`src/rtl/alu_pkg.sv`:
```
// rtl/alu_pkg.sv - shared encodings for the ALU command sequencer
package alu_pkg;

    localparam int ALU_WIDTH = 8;

    localparam logic [1:0] ALU_ADD  = 2'b00;
    localparam logic [1:0] ALU_SUB  = 2'b01;
    localparam logic [1:0] ALU_RSVD = 2'b10;
    localparam logic [1:0] ALU_NEG  = 2'b11;

    typedef enum logic [1:0] {
        IDLE = 2'd0,
        EXEC = 2'd1,
        HOLD = 2'd2
    } alu_state_e;

    function automatic logic is_reserved(input logic [1:0] sel);
        return sel == ALU_RSVD;
    endfunction

endpackage

```
`src/rtl/alu_op_sequencer.sv`:
```
// rtl/alu_op_sequencer.sv - command/operand stage driving an external 8-bit adder
module alu_op_sequencer
    import alu_pkg::*;
#(
    parameter int              WIDTH    = ALU_WIDTH,
    parameter logic [WIDTH-1:0] ACC_INIT = '0
) (
    input  logic             clk,
    input  logic             rst,

    input  logic             cmd_valid,
    output logic             cmd_ready,
    input  logic [1:0]       cmd_sel,
    input  logic [WIDTH-1:0] cmd_a,
    input  logic [WIDTH-1:0] cmd_b,
    input  logic             cmd_use_acc,

    output logic [WIDTH-1:0] adder_a,
    output logic [WIDTH-1:0] adder_b,
    output logic [1:0]       adder_sel,
    input  logic [WIDTH-1:0] adder_out,
    input  logic             adder_carry,
    input  logic             adder_eq,
    input  logic             adder_gt,
    input  logic             adder_lt,

    output logic             res_valid,
    input  logic             res_ready,
    output logic [WIDTH-1:0] res_data,
    output logic             res_carry,
    output logic             res_eq,
    output logic             res_gt,
    output logic             res_lt,
    output logic             res_err,

    output logic [WIDTH-1:0] acc_value
);

    alu_state_e       state;
    logic [WIDTH-1:0] a_reg;
    logic [WIDTH-1:0] b_reg;
    logic [1:0]       sel_reg;
    logic [WIDTH-1:0] acc;

    // Adder inputs come straight from flops so the external adder settles a full cycle.
    assign adder_a   = a_reg;
    assign adder_b   = b_reg;
    assign adder_sel = sel_reg;
    assign acc_value = acc;

    always_ff @(posedge clk or posedge rst) begin
        if (rst) begin
            state     <= IDLE;
            cmd_ready <= 1'b1;
            res_valid <= 1'b0;
            res_data  <= '0;
            res_carry <= 1'b0;
            res_eq    <= 1'b0;
            res_gt    <= 1'b0;
            res_lt    <= 1'b0;
            res_err   <= 1'b0;
            acc       <= ACC_INIT;
            a_reg     <= '0;
            b_reg     <= '0;
            sel_reg   <= ALU_ADD;
        end else begin
            case (state)
                IDLE: begin
                    if (cmd_valid && cmd_ready) begin
                        a_reg     <= cmd_use_acc ? acc : cmd_a;
                        b_reg     <= cmd_b;
                        sel_reg   <= cmd_sel;
                        cmd_ready <= 1'b0;
                        state     <= EXEC;
                    end
                end
                EXEC: begin
                    res_data  <= adder_out;
                    res_carry <= adder_carry;
                    res_eq    <= adder_eq;
                    res_gt    <= adder_gt;
                    res_lt    <= adder_lt;
                    res_err   <= is_reserved(sel_reg);
                    if (!is_reserved(sel_reg)) begin
                        acc <= adder_out;
                    end
                    res_valid <= 1'b1;
                    state     <= HOLD;
                end
                HOLD: begin
                    // cmd_ready only rises a cycle after the result is taken.
                    if (res_valid && res_ready) begin
                        res_valid <= 1'b0;
                        cmd_ready <= 1'b1;
                        state     <= IDLE;
                    end
                end
                default: begin
                    res_valid <= 1'b0;
                    cmd_ready <= 1'b1;
                    state     <= IDLE;
                end
            endcase
        end
    end

endmodule

```
`config.mk`:
```
export PLATFORM = sky130hd
export DESIGN_NAME = alu_op_sequencer
export DESIGN_NICKNAME = d
export VERILOG_FILES = /design/src/rtl/alu_pkg.sv /design/src/rtl/alu_op_sequencer.sv
export SDC_FILE = /design/constraint.sdc
export NUM_CORES = 1
export LEC_CHECK = 0
export CAP_MARGIN = 20
export CORE_ASPECT_RATIO = 1.75
export CORE_MARGIN = 1
export CORE_UTILIZATION = 44
export CTS_CLUSTER_SIZE = 24
export DETAILED_ROUTE_END_ITERATION = 12
export HOLD_SLACK_MARGIN = 0.08
export PLACE_DENSITY = 0.84
export SYNTH_ARGS = -nofsm -noshare
export SYNTH_HDL_FRONTEND = slang
export SYNTH_SLANG_ARGS = --single-unit
export TNS_END_PERCENT = 100
```
`constraint.sdc`:
```
create_clock -name clk -period 3.31 [get_ports clk]
set_input_delay 0.993 -clock clk [delete_from_list [all_inputs] [get_ports clk]]
set_output_delay 0.993 -clock clk [all_outputs]
set_load 0.01 [all_outputs]
```
; ---- After elaboration in Yosys (flattened, before gate mapping)
; Index checks and enable logic that the tools add are counted.
[totals]
ff_bits = 43
in_bits = 35
wordCells = 38
[op_classes]
eq_ne = 5
n_mux = 9
n_bitwise = 3
reduce_logical = 8
[ops]
columns = operator, count
row1 = 8-bit two-way mux, 1
row2 = 2-bit AND reduction, 4
row3 = 1-bit case mux with 3 select lines, 2
row4 = 2-bit case mux with 3 select lines, 1
row5 = "2-bit equality test, second input constant", 2
row6 = 2-bit two-way mux, 2
row7 = "2-bit != test, second input constant", 2
row8 = 1-bit two-way mux, 3
row9 = 1-bit NOT, 3
row10 = 3-bit AND reduction, 1
row11 = "2-bit by 1-bit equality test with 1-bit output, second input constant", 1
row12 = 1-bit logical AND, 2
row13 = 2-bit zero test, 1

; ---- Longest topological paths before layout
; Gate-level depths: netlist of run 1.
[depth]
ltp_word = 3
mapped_depth = 5
ltp_nobuf = 3

; ---- Worst setup path after synthesis of run 1
; OpenSTA, ideal clock, no wires.
[synth_path]
path_kind = input port to flip-flop
from = input cmd_valid
to = register sel_reg[1] (netlist: adder_sel[1])
arrival_time_ns = 1.810
required_time_ns = 3.183
setup_slack_ns = 1.373
stages = 4
cell_sequence = nor4bb_1 -> buf_4 -> buf_6 -> mux2_1
[synth_between]
elab_chain_cells = 2
[synth_lines]
columns = item, line
row1 = start: declaration, alu_op_sequencer.sv:11  ; input logic cmd_valid,
row2 = 1-bit logical AND, alu_op_sequencer.sv:69  ; if (cmd_valid && cmd_ready) begin
row3 = 2-bit AND reduction (no line), -
row4 = end signal: assignment, alu_op_sequencer.sv:72  ; sel_reg <= cmd_sel;
row5 = end: declaration, alu_op_sequencer.sv:42  ; logic [1:0] sel_reg;
; No other way between the ends.
; A chain may end at the register's enable or synchronous reset.

; ---- Worst setup path in the final report of run 1
[layout_path]
from = input cmd_valid
to = register a_reg[0] (netlist: adder_a[0])
[layout_between]
elab_chain_cells = 2
[layout_lines]
columns = item, line
row1 = 1-bit logical AND, alu_op_sequencer.sv:69
row2 = 2-bit AND reduction (no line), -
row3 = end signal: assignment, alu_op_sequencer.sv:70  ; a_reg <= cmd_use_acc ? acc : cmd_a;
row4 = end: declaration, alu_op_sequencer.sv:40  ; logic [WIDTH-1:0] a_reg;
; No other way between the ends.

==> results.sh, run 1 <==
export IMPL_crit_path_end_kind="flop"
export IMPL_clk_pin_slew_ps=80
export IMPL_reg2reg_from="state[1]$_DFFE_PP0P_"
export IMPL_row_count=29
export IMPL_grt_overflow=0
export IMPL_antenna_cells=0
export IMPL_vias=1200
export IMPL_grt_usage_pct=21.89
export IMPL_outcome="finished, final reports clean"
export IMPL_drive_gt1_share_pct=20.10
export IMPL_period_minus_slack_ps=2403
export IMPL_timing_final_ws_setup_ps=906.7
export IMPL_ys_seq_area_share_pct=63.36
export IMPL_hp_start="cmd_ready$_DFFE_PP1P_"
export IMPL_drt_first_pass_iters=3
export IMPL_grt_max_degree=26
export IMPL_yosysTopAreaCell="dfrtp_1"
export IMPL_numCtsBuffers=5
export IMPL_worst_ep_required_time_ps=3520
export IMPL_timing_worst_setup_path_type="primary input to flop"
export IMPL_whs_ps=488.4
export IMPL_clockBufferDepth=2
export IMPL_die_height_um=84.24
export IMPL_synthCells=120
export IMPL_port_buffers=75
export IMPL_design_power_total_uw=981.2
export IMPL_grt_use_met2_pct=40.15
export IMPL_tightest_slew_ps=748.4
export IMPL_detail_route_antenna_nets=0
export IMPL_initial_utilization_pct=46.40
export IMPL_synth_top_area_share_pct=61.81
export IMPL_wirelength_mm=3.946
export IMPL_timing_rr_end="acc_value[1]$_DFFE_PP0P_"
export IMPL_max_cap_viol_count=0
export IMPL_ir_worst_vdd_mv=0.3779
export IMPL_clock_latency_ps=290
export IMPL_syn_num_nets=155
export IMPL_setup_tns_ps=0
export IMPL_die_x_um=48.99
export IMPL_timing_fmax_mhz=416.1
export IMPL_cts_root_buf="clkbuf_8"
export IMPL_path_max_fanout=18
export IMPL_relSlewSlack_pct=50.11
export IMPL_final_cells=245
export IMPL_routedWlPerCell_um=16.11
export IMPL_grt_pass1_wl_mm=6.596
export IMPL_leakage_nw=1.163
export IMPL_dieArea_um2=4127
export IMPL_fin_skew_ps=5.079
export IMPL_cts_sinks=43
export IMPL_yosysWarnings=0
export IMPL_cp_startpoint="cmd_valid"
export IMPL_yosys_top_cells_area="dfrtp_1 62%, mux2_2 19%, mux2i_1 4.7%, a21oi_1 3.5%, nor2_1 1.8%"
export IMPL_nets=233
export IMPL_hold_viol_final=0
export IMPL_drc_errors=0
export IMPL_dp_worst_setup_slack_ps=628.4
export IMPL_post_route_period_util_pct=72.61
export IMPL_grt_busiest_layer="met2"
export IMPL_setup_viol=0
export IMPL_hold_class="flop to flop"
export IMPL_met3_usage_pct=6.522
export IMPL_r2r_slack_ps=1390
export IMPL_h_tree_depth=2
export IMPL_synth_ff_latch_count=43
export IMPL_core_um2=3665
export IMPL_cts_setup_buffers=0
export IMPL_syn_avg_cell_area_um2=14.17
export IMPL_arrival_ps=2610
export IMPL_pwr_density_cell_nw_per_um2=378.1
export IMPL_viasPerCell=4.898
export IMPL_syn_to_final_growth_pct=52.61
export IMPL_ctsResizeCount=0
export IMPL_rsz0062_at_grt="no"
export IMPL_dp_cells=237
export IMPL_grt_antenna_before_repair=0
export IMPL_globalplace_congestion=0.7222
export IMPL_grt_pass1_vias=1326
export IMPL_drt_iter0_drc=15
export IMPL_cts_tree="yes"
export IMPL_startpoint_type="primary input"
export IMPL_holdBufCountCts=0
export IMPL_worst_r2r_cell_count=3
export IMPL_synth_distinct_cells=18
export IMPL_slew_viol_final=0
export IMPL_met1_usage_pct=22.52
export IMPL_ios=76
export IMPL_crit_end="adder_a[0]$_DFFE_PP0P_"
export IMPL_syn_cell_area_um2=1700
layout by cell type (no fill, tap or decap):
| cell | n |
|---|---|
| o21ai_0 | 2 |
| clkbuf_8 | 7 |
| clkdlybuf4s50_1 | 75 |
| inv_1 | 3 |
| mux2i_1 | 8 |
| a21oi_4 | 1 |
| nand2b_1 | 2 |
| nor4bb_4 | 1 |
| dfstp_2 | 1 |
| buf_4 | 2 |
| a21oi_1 | 12 |
| nor2_1 | 8 |
| nand2_1 | 3 |
| dfrtp_1 | 42 |
| mux2_1 | 1 |
| o21a_1 | 1 |
| clkinv_1 | 1 |
| clkbuf_1 | 1 |
| mux2_2 | 28 |
worst max-delay path, cell delays in order:
cell             delay [ps]
clkdlybuf4s50_1         490
nor4bb_4                610
buf_4                   330
nor2_1                   70
a21oi_1                 130
where the power goes:
| group | switching, mW | leakage [nW] | internal (mW) | total, mW |
|---|---|---|---|---|
| logic | 0.0300 | 0.552 | 0.0578 | 0.0878 |
| registers | 0.00371 | 0.559 | 0.532 | 0.536 |
| clock network | 0.167 | 0.0515 | 0.190 | 0.357 |
per-stage QoR:
step	utilization [%]	area, um2
2_1_floorplan	-	1700
3_3_place_gp	68.08	2495
3_5_place_dp	68.08	2495
4_1_cts	70.81	2595
5_1_grt	70.81	2595
6_report	70.81	2595
sequential cells by signal (all words and copies together), names as in the netlist:
signal,count
res_gt,1
res_valid,1
state,2
adder_b,8
acc_value,8
res_carry,1
adder_sel,2
res_err,1
res_eq,1
adder_a,8
res_lt,1
res_data,8
cmd_ready,1
routing by layer:
metal	vias to the layer above	share of wire, %	wire length (um)
met2	46	58	2282
met5	-	0	0
li1	569	-	-
met3	9	4.6	182
met1	576	35	1383
met4	0	2.5	97
worst min path at each step:
stage                                  to  slack [ps]  cells after the start
floorplan           cmd_ready$_DFFE_PP1P_         480                      2
global placement    cmd_ready$_DFFE_PP1P_         470                      2
detailed placement  cmd_ready$_DFFE_PP1P_         480                      2
CTS                 cmd_ready$_DFFE_PP1P_         490                      2
global route        cmd_ready$_DFFE_PP1P_         510                      2
finish              cmd_ready$_DFFE_PP1P_         490                      2
kinds of logic (layout without fill, tap and decap cells):
group / Yosys count / after routing / share of synthesized area, %
AO/OA/AOI/OAI: 16 / 16 / 5.519
buffers and inverters: 10 / 89 / 3.458
flip-flops: 43 / 43 / 63.36
multiplexers: 37 / 37 / 23.91
AND/OR/NAND/NOR: 14 / 14 / 3.753
synth_stat cells (all sizes together):
library cell / count
a21oi: 13
buf: 6
dfrtp: 42
dfstp: 1
inv: 4
mux2: 29
mux2i: 8
nand2: 3
nand2b: 2
nor2: 8
nor4bb: 1
o21a: 1
o21ai: 2
cell type report:
class | count | area, um2
multi-input combinational | 67 | 579.3
tap | 46 | 57.56
timing repair buffer | 77 | 765.7
fill | 279 | 1070
sequential | 43 | 1077
clock buffer | 8 | 100.1
inverter | 4 | 15.01
Note: power is estimated with default switching activity, not from simulation.
==> run 2, diff against run 1 <==
CORE_UTILIZATION = 41   (was 44)
PLACE_DENSITY = 0.79   (was 0.84)
clock period = 2.4 ns   (was 3.31 ns; I/O delays follow)
==> results.sh, run 2 (synthesized netlist as in run 1, its figures left out) <==
export IMPL_hold_class="flop to flop"
export IMPL_vias=1260
export IMPL_die_x_um=50.68
export IMPL_hp_start="cmd_ready$_DFFE_PP1P_"
export IMPL_max_stage_delay_ps=560
export IMPL_globalplace_congestion=0.6839
export IMPL_port_buffers=75
export IMPL_rsz0062_at_grt="no"
export IMPL_h_tree_depth=2
export IMPL_max_cap_viol_count=0
export IMPL_setup_viol=0
export IMPL_relSlewSlack_pct=65.70
export IMPL_startpoint_type="flop"
export IMPL_cts_setup_buffers=0
export IMPL_cts_root_buf="clkbuf_8"
export IMPL_final_common_cell="clkdlybuf4s50_1"
export IMPL_worst_r2r_cell_count=3
export IMPL_row_count=30
export IMPL_final_cell_mix="75 x clkdlybuf4s50_1, 42 x dfrtp_1, 28 x mux2_2"
export IMPL_drive_gt1_share_pct=21.29
export IMPL_detail_route_antenna_nets=0
export IMPL_arrival_ps=1390
export IMPL_r2r_slack_ps=810
export IMPL_grt_max_degree=29
export IMPL_holdBufCountCts=0
export IMPL_ios=76
export IMPL_tightest_slew_ps=512.9
export IMPL_grt_pass1_wl_mm=6.796
export IMPL_worst_ep_required_time_ps=1680
export IMPL_outcome="finished, final reports clean"
export IMPL_grt_overflow=0
export IMPL_clk_pin_slew_ps=80
export IMPL_grt_antenna_before_repair=0
export IMPL_hpwl_mm=3.349
export IMPL_antenna_cells=0
export IMPL_routedWlPerCell_um=17.51
export IMPL_regArea_um2=1077
export IMPL_ir_worst_vdd_mv=0.5379
export IMPL_timing_worst_setup_path_type="flop to output port"
export IMPL_dp_cells=242
export IMPL_path_cells="clkdlybuf4s50_1"
export IMPL_clock_latency_ps=300
export IMPL_viasPerCell=5.040
export IMPL_drc_errors=0
export IMPL_grt_pass1_vias=1424
export IMPL_ctsResizeCount=0
export IMPL_timing_fmax_mhz=474.3
export IMPL_timing_rr_end="adder_b[6]$_DFFE_PP0P_"
export IMPL_clockBufferDepth=2
export IMPL_dieArea_um2=4419
export IMPL_leakage_nw=1.179
export IMPL_initial_utilization_pct=43.14
export IMPL_syn_to_final_growth_pct=55.41
export IMPL_post_route_period_util_pct=87.85
export IMPL_core_um2=3941
export IMPL_fin_skew_ps=7.590
export IMPL_numCtsBuffers=5
export IMPL_crit_family="flip-flops"
export IMPL_cp_startpoint="cmd_ready$_DFFE_PP1P_"
export IMPL_reg2reg_from="cmd_ready$_DFFE_PP1P_"
export IMPL_whs_ps=493.0
export IMPL_drt_iter0_drc=9
export IMPL_hold_end="cmd_ready$_DFFE_PP1P_"
export IMPL_path_max_fanout=4
export IMPL_fillCellCount=300
export IMPL_multi_input_area_um2=579.3
export IMPL_hold_viol_final=0
export IMPL_grt_usage_pct=21.45
export IMPL_cpMaxStageDelayCell="dfstp_2"
export IMPL_hold_path_depth=2
export IMPL_crit_path_end_kind="output port"
export IMPL_cts_sinks=43
export IMPL_nets=236
export IMPL_drt_first_pass_iters=2
export IMPL_final_cells=250
export IMPL_crit_buf_inv=1
export IMPL_slew_viol_final=0
export IMPL_period_minus_slack_ps=2108
export IMPL_wirelength_mm=4.378
export IMPL_cts_tree="yes"
export IMPL_die_height_um=87.19
export IMPL_pwr_density_cell_nw_per_um2=538.0
export IMPL_setup_tns_ps=0
## run 2: changes by cell type in the layout (fill, tap and decap cells not counted), sizes merged
cell      change
bufinv        +1
clkinvlp      +1
buf           +3
clkbuf        -2
## run 2: layer usage
metal / GRT usage, % / up-vias / routed length [um]
met5: 0 / - / 0
met1: 22.11 / 638 / 1549
li1: - / 576 / -
met4: 7.576 / 0 / 48
met3: 4.538 / 4 / 196
met2: 41.21 / 42 / 2584
## run 2: power by group
| part | leakage (nW) | switching (mW) | internal [mW] |
|---|---|---|---|
| logic | 0.568 | 0.0446 | 0.0821 |
| clock network | 0.0514 | 0.245 | 0.310 |
| registers | 0.559 | 0.00539 | 0.734 |
| total | 1.18 | 0.295 | 1.13 |
## run 2: worst max path at each step
| stage | cells after the start | slack, ps | endpoint |
|---|---|---|---|
| floorplan | 1 | 680 | acc_value[0]$_DFFE_PP0P_ |
| global placement | 4 | 290 | adder_b[3]$_DFFE_PP0P_ |
| detailed placement | 4 | 230 | adder_b[6]$_DFFE_PP0P_ |
| CTS | 1 | 280 | cmd_ready |
| global route | 1 | 250 | cmd_ready |
| finish | 1 | 290 | cmd_ready |
## run 2: area by class of cell
cell class / count / area share (%)
Sequential cell: 43 / 40.77
Inverter: 4 / 0.5682
Clock buffer: 6 / 2.746
Clock inverter: 2 / 1.420
Multi-Input combinational cell: 67 / 21.92
Tap cell: 48 / 2.273
Timing Repair Buffer: 80 / 30.30
## run 2: through the flow
stage,setup WS [ps],power [mW],cell area (um2),util (%)
5_1_grt,253.1,1.466,2643,67.05
3_3_place_gp,287.9,0.8761,2532,64.25
3_5_place_dp,226.8,0.8812,2532,64.25
2_1_floorplan,678.9,0.7882,1700,-
4_1_cts,280.5,1.437,2643,67.05
6_report,291.5,1.422,2643,67.05
## run 2: worst reg2reg max path, cell delays in order, from the launching register on
cell and delay [ps]:
dfstp_2 560, nor4bb_4 340, buf_12 220, mux2_2 370
==> run 3, diff against run 2 <==
CORE_UTILIZATION = 37   (was 41)
PLACE_DENSITY = 0.75   (was 0.79)
REMOVE_ABC_BUFFERS = 1   (was default)
clock period = 1.9 ns   (was 2.4 ns; I/O delays follow)
==> results.sh, run 3 (synthesized netlist as in run 1, its figures left out) <==
export IMPL_outcome="finished, final reports clean"
export IMPL_initial_utilization_pct=38.61
export IMPL_worst_r2r_cell_count=3
export IMPL_antenna_cells=0
export IMPL_hpwl_mm=3.148
export IMPL_final_common_cell="clkdlybuf4s50_1"
export IMPL_cts_sinks=43
export IMPL_h_tree_depth=2
export IMPL_syn_to_final_growth_pct=54.45
export IMPL_drc_errors=0
export IMPL_hold_class="flop to flop"
export IMPL_drive_gt1_share_pct=21.95
export IMPL_clock_latency_ps=290
export IMPL_timing_rr_end="adder_b[6]$_DFFE_PP0P_"
export IMPL_pwr_density_cell_nw_per_um2=622.7
export IMPL_cts_root_buf="clkbuf_8"
export IMPL_setup_viol=0
export IMPL_port_buffers=75
export IMPL_die_height_um=91.68
export IMPL_die_x_um=53.25
export IMPL_row_count=32
export IMPL_vias=1258
export IMPL_leakage_nw=1.188
export IMPL_path_cells="clkdlybuf4s50_1"
export IMPL_grt_overflow=0
export IMPL_cpMaxStageDelayCell="clkdlybuf4s50_1"
export IMPL_startpoint_type="flop"
export IMPL_ir_worst_vdd_mv=0.5188
export IMPL_grt_pass1_wl_mm=6.686
export IMPL_routedWlPerCell_um=15.96
export IMPL_r2r_slack_ps=360
export IMPL_hp_start="cmd_ready$_DFFE_PP1P_"
export IMPL_drt_iter0_drc=10
export IMPL_clk_pin_slew_ps=70
export IMPL_crit_buf_inv=1
export IMPL_hold_path_depth=2
export IMPL_cts_tree="yes"
export IMPL_reg2reg_from="cmd_ready$_DFFE_PP1P_"
export IMPL_setup_tns_ps=0
export IMPL_max_cap_viol_count=0
export IMPL_drt_first_pass_iters=4
export IMPL_wirelength_mm=4.085
export IMPL_relSlewSlack_pct=74.49
export IMPL_hold_end="cmd_ready$_DFFE_PP1P_"
export IMPL_cts_setup_buffers=0
export IMPL_timing_worst_setup_path_type="flop to output port"
export IMPL_critical_path_depth=1
export IMPL_slew_viol_final=0
export IMPL_arrival_ps=1250
export IMPL_nets=239
export IMPL_core_um2=4404
export IMPL_ios=76
export IMPL_dieArea_um2=4882
export IMPL_rsz0062_at_grt="no"
export IMPL_max_stage_delay_ps=560
export IMPL_fin_skew_ps=7.966
export IMPL_path_max_fanout=3
export IMPL_final_cell_mix="74 x clkdlybuf4s50_1, 42 x dfrtp_1, 28 x mux2_2"
export IMPL_crit_path_end_kind="output port"
export IMPL_timing_fmax_mhz=549.6
export IMPL_whs_ps=485.0
export IMPL_grt_antenna_before_repair=0
export IMPL_tightest_slew_ps=381.8
export IMPL_worst_ep_required_time_ps=1330
export IMPL_globalplace_congestion=0.7679
export IMPL_detail_route_antenna_nets=0
export IMPL_post_route_period_util_pct=95.76
export IMPL_viasPerCell=4.914
export IMPL_holdBufCountCts=0
export IMPL_crit_family="buffers and inverters"
export IMPL_grt_max_degree=26
export IMPL_period_minus_slack_ps=1819
export IMPL_grt_usage_pct=18.74
export IMPL_numCtsBuffers=5
export IMPL_grt_pass1_vias=1382
export IMPL_clockBufferDepth=2
export IMPL_hold_viol_final=0
-- run 3: cell types whose count changed in the layout (fill, tap and decap cells not counted) --
cell | before | now
clkinv_2 | 0 | 1
clkdlybuf4s50_1 | 75 | 74
clkbuf_1 | 1 | 2
buf_12 | 1 | 0
buf_4 | 4 | 8
bufinv_16 | 1 | 0
clkinvlp_4 | 1 | 0
dlygate4sd2_1 | 0 | 1
-- run 3: worst max path at each step --
stage,from,end
after floorplan,cmd_ready$_DFFE_PP1P_,adder_b[0]$_DFFE_PP0P_
after global placement,cmd_valid,adder_b[7]$_DFFE_PP0P_
after detailed placement,cmd_valid,adder_b[1]$_DFFE_PP0P_
after CTS,adder_sel[1]$_DFFE_PP0P_,adder_sel[1]
after global routing,adder_sel[1]$_DFFE_PP0P_,adder_sel[1]
final,adder_sel[1]$_DFFE_PP0P_,adder_sel[1]
-- run 3: power by group --
group | internal, mW | switching (mW)
Sequential | 0.927 | 0.00732
Clock | 0.258 | 0.285
Combinational | 0.103 | 0.0542
Total | 1.29 | 0.347
-- run 3: worst min-delay path: stages, from the launching register on --
cell and delay [ps]:
dfstp_2 390, inv_1 50, a21oi_1 50
-- run 3: through the flow --
stage	utilization (%)	instances	worst slack, ps	total power [mW]	area [um2]
floorplan	-	114	-1531	0.9921	1657
detailed placement	57.81	248	-67.76	1.113	2546
finish	59.63	256	80.56	1.635	2626
global placement	57.81	248	-63.61	1.107	2546
CTS	59.63	256	55.87	1.665	2626
global route	59.63	256	34.55	1.710	2626
-- run 3: repair_timing --
action,4_1_cts,5_1_grt
setup endpoints to repair,1,0
hold endpoints to repair,0,0
resized for setup,1,0
-- run 3: routing by layer --
layer	GRT usage [%]	vias up	wire length, um
li1	-	579	-
met1	21.93	621	1529
met2	32.40	52	2232
met3	5.141	6	268
met4	4.825	0	55
met5	0	-	0
-- run 3: cell type report --
type / count / area (um2)
fill: 369 / 1778
sequential: 43 / 1077
timing repair buffer: 83 / 809.5
multi-input combinational: 67 / 579.3
clock buffer: 7 / 76.32
tap: 51 / 63.81
inverter: 4 / 15.01
clock inverter: 1 / 5.005
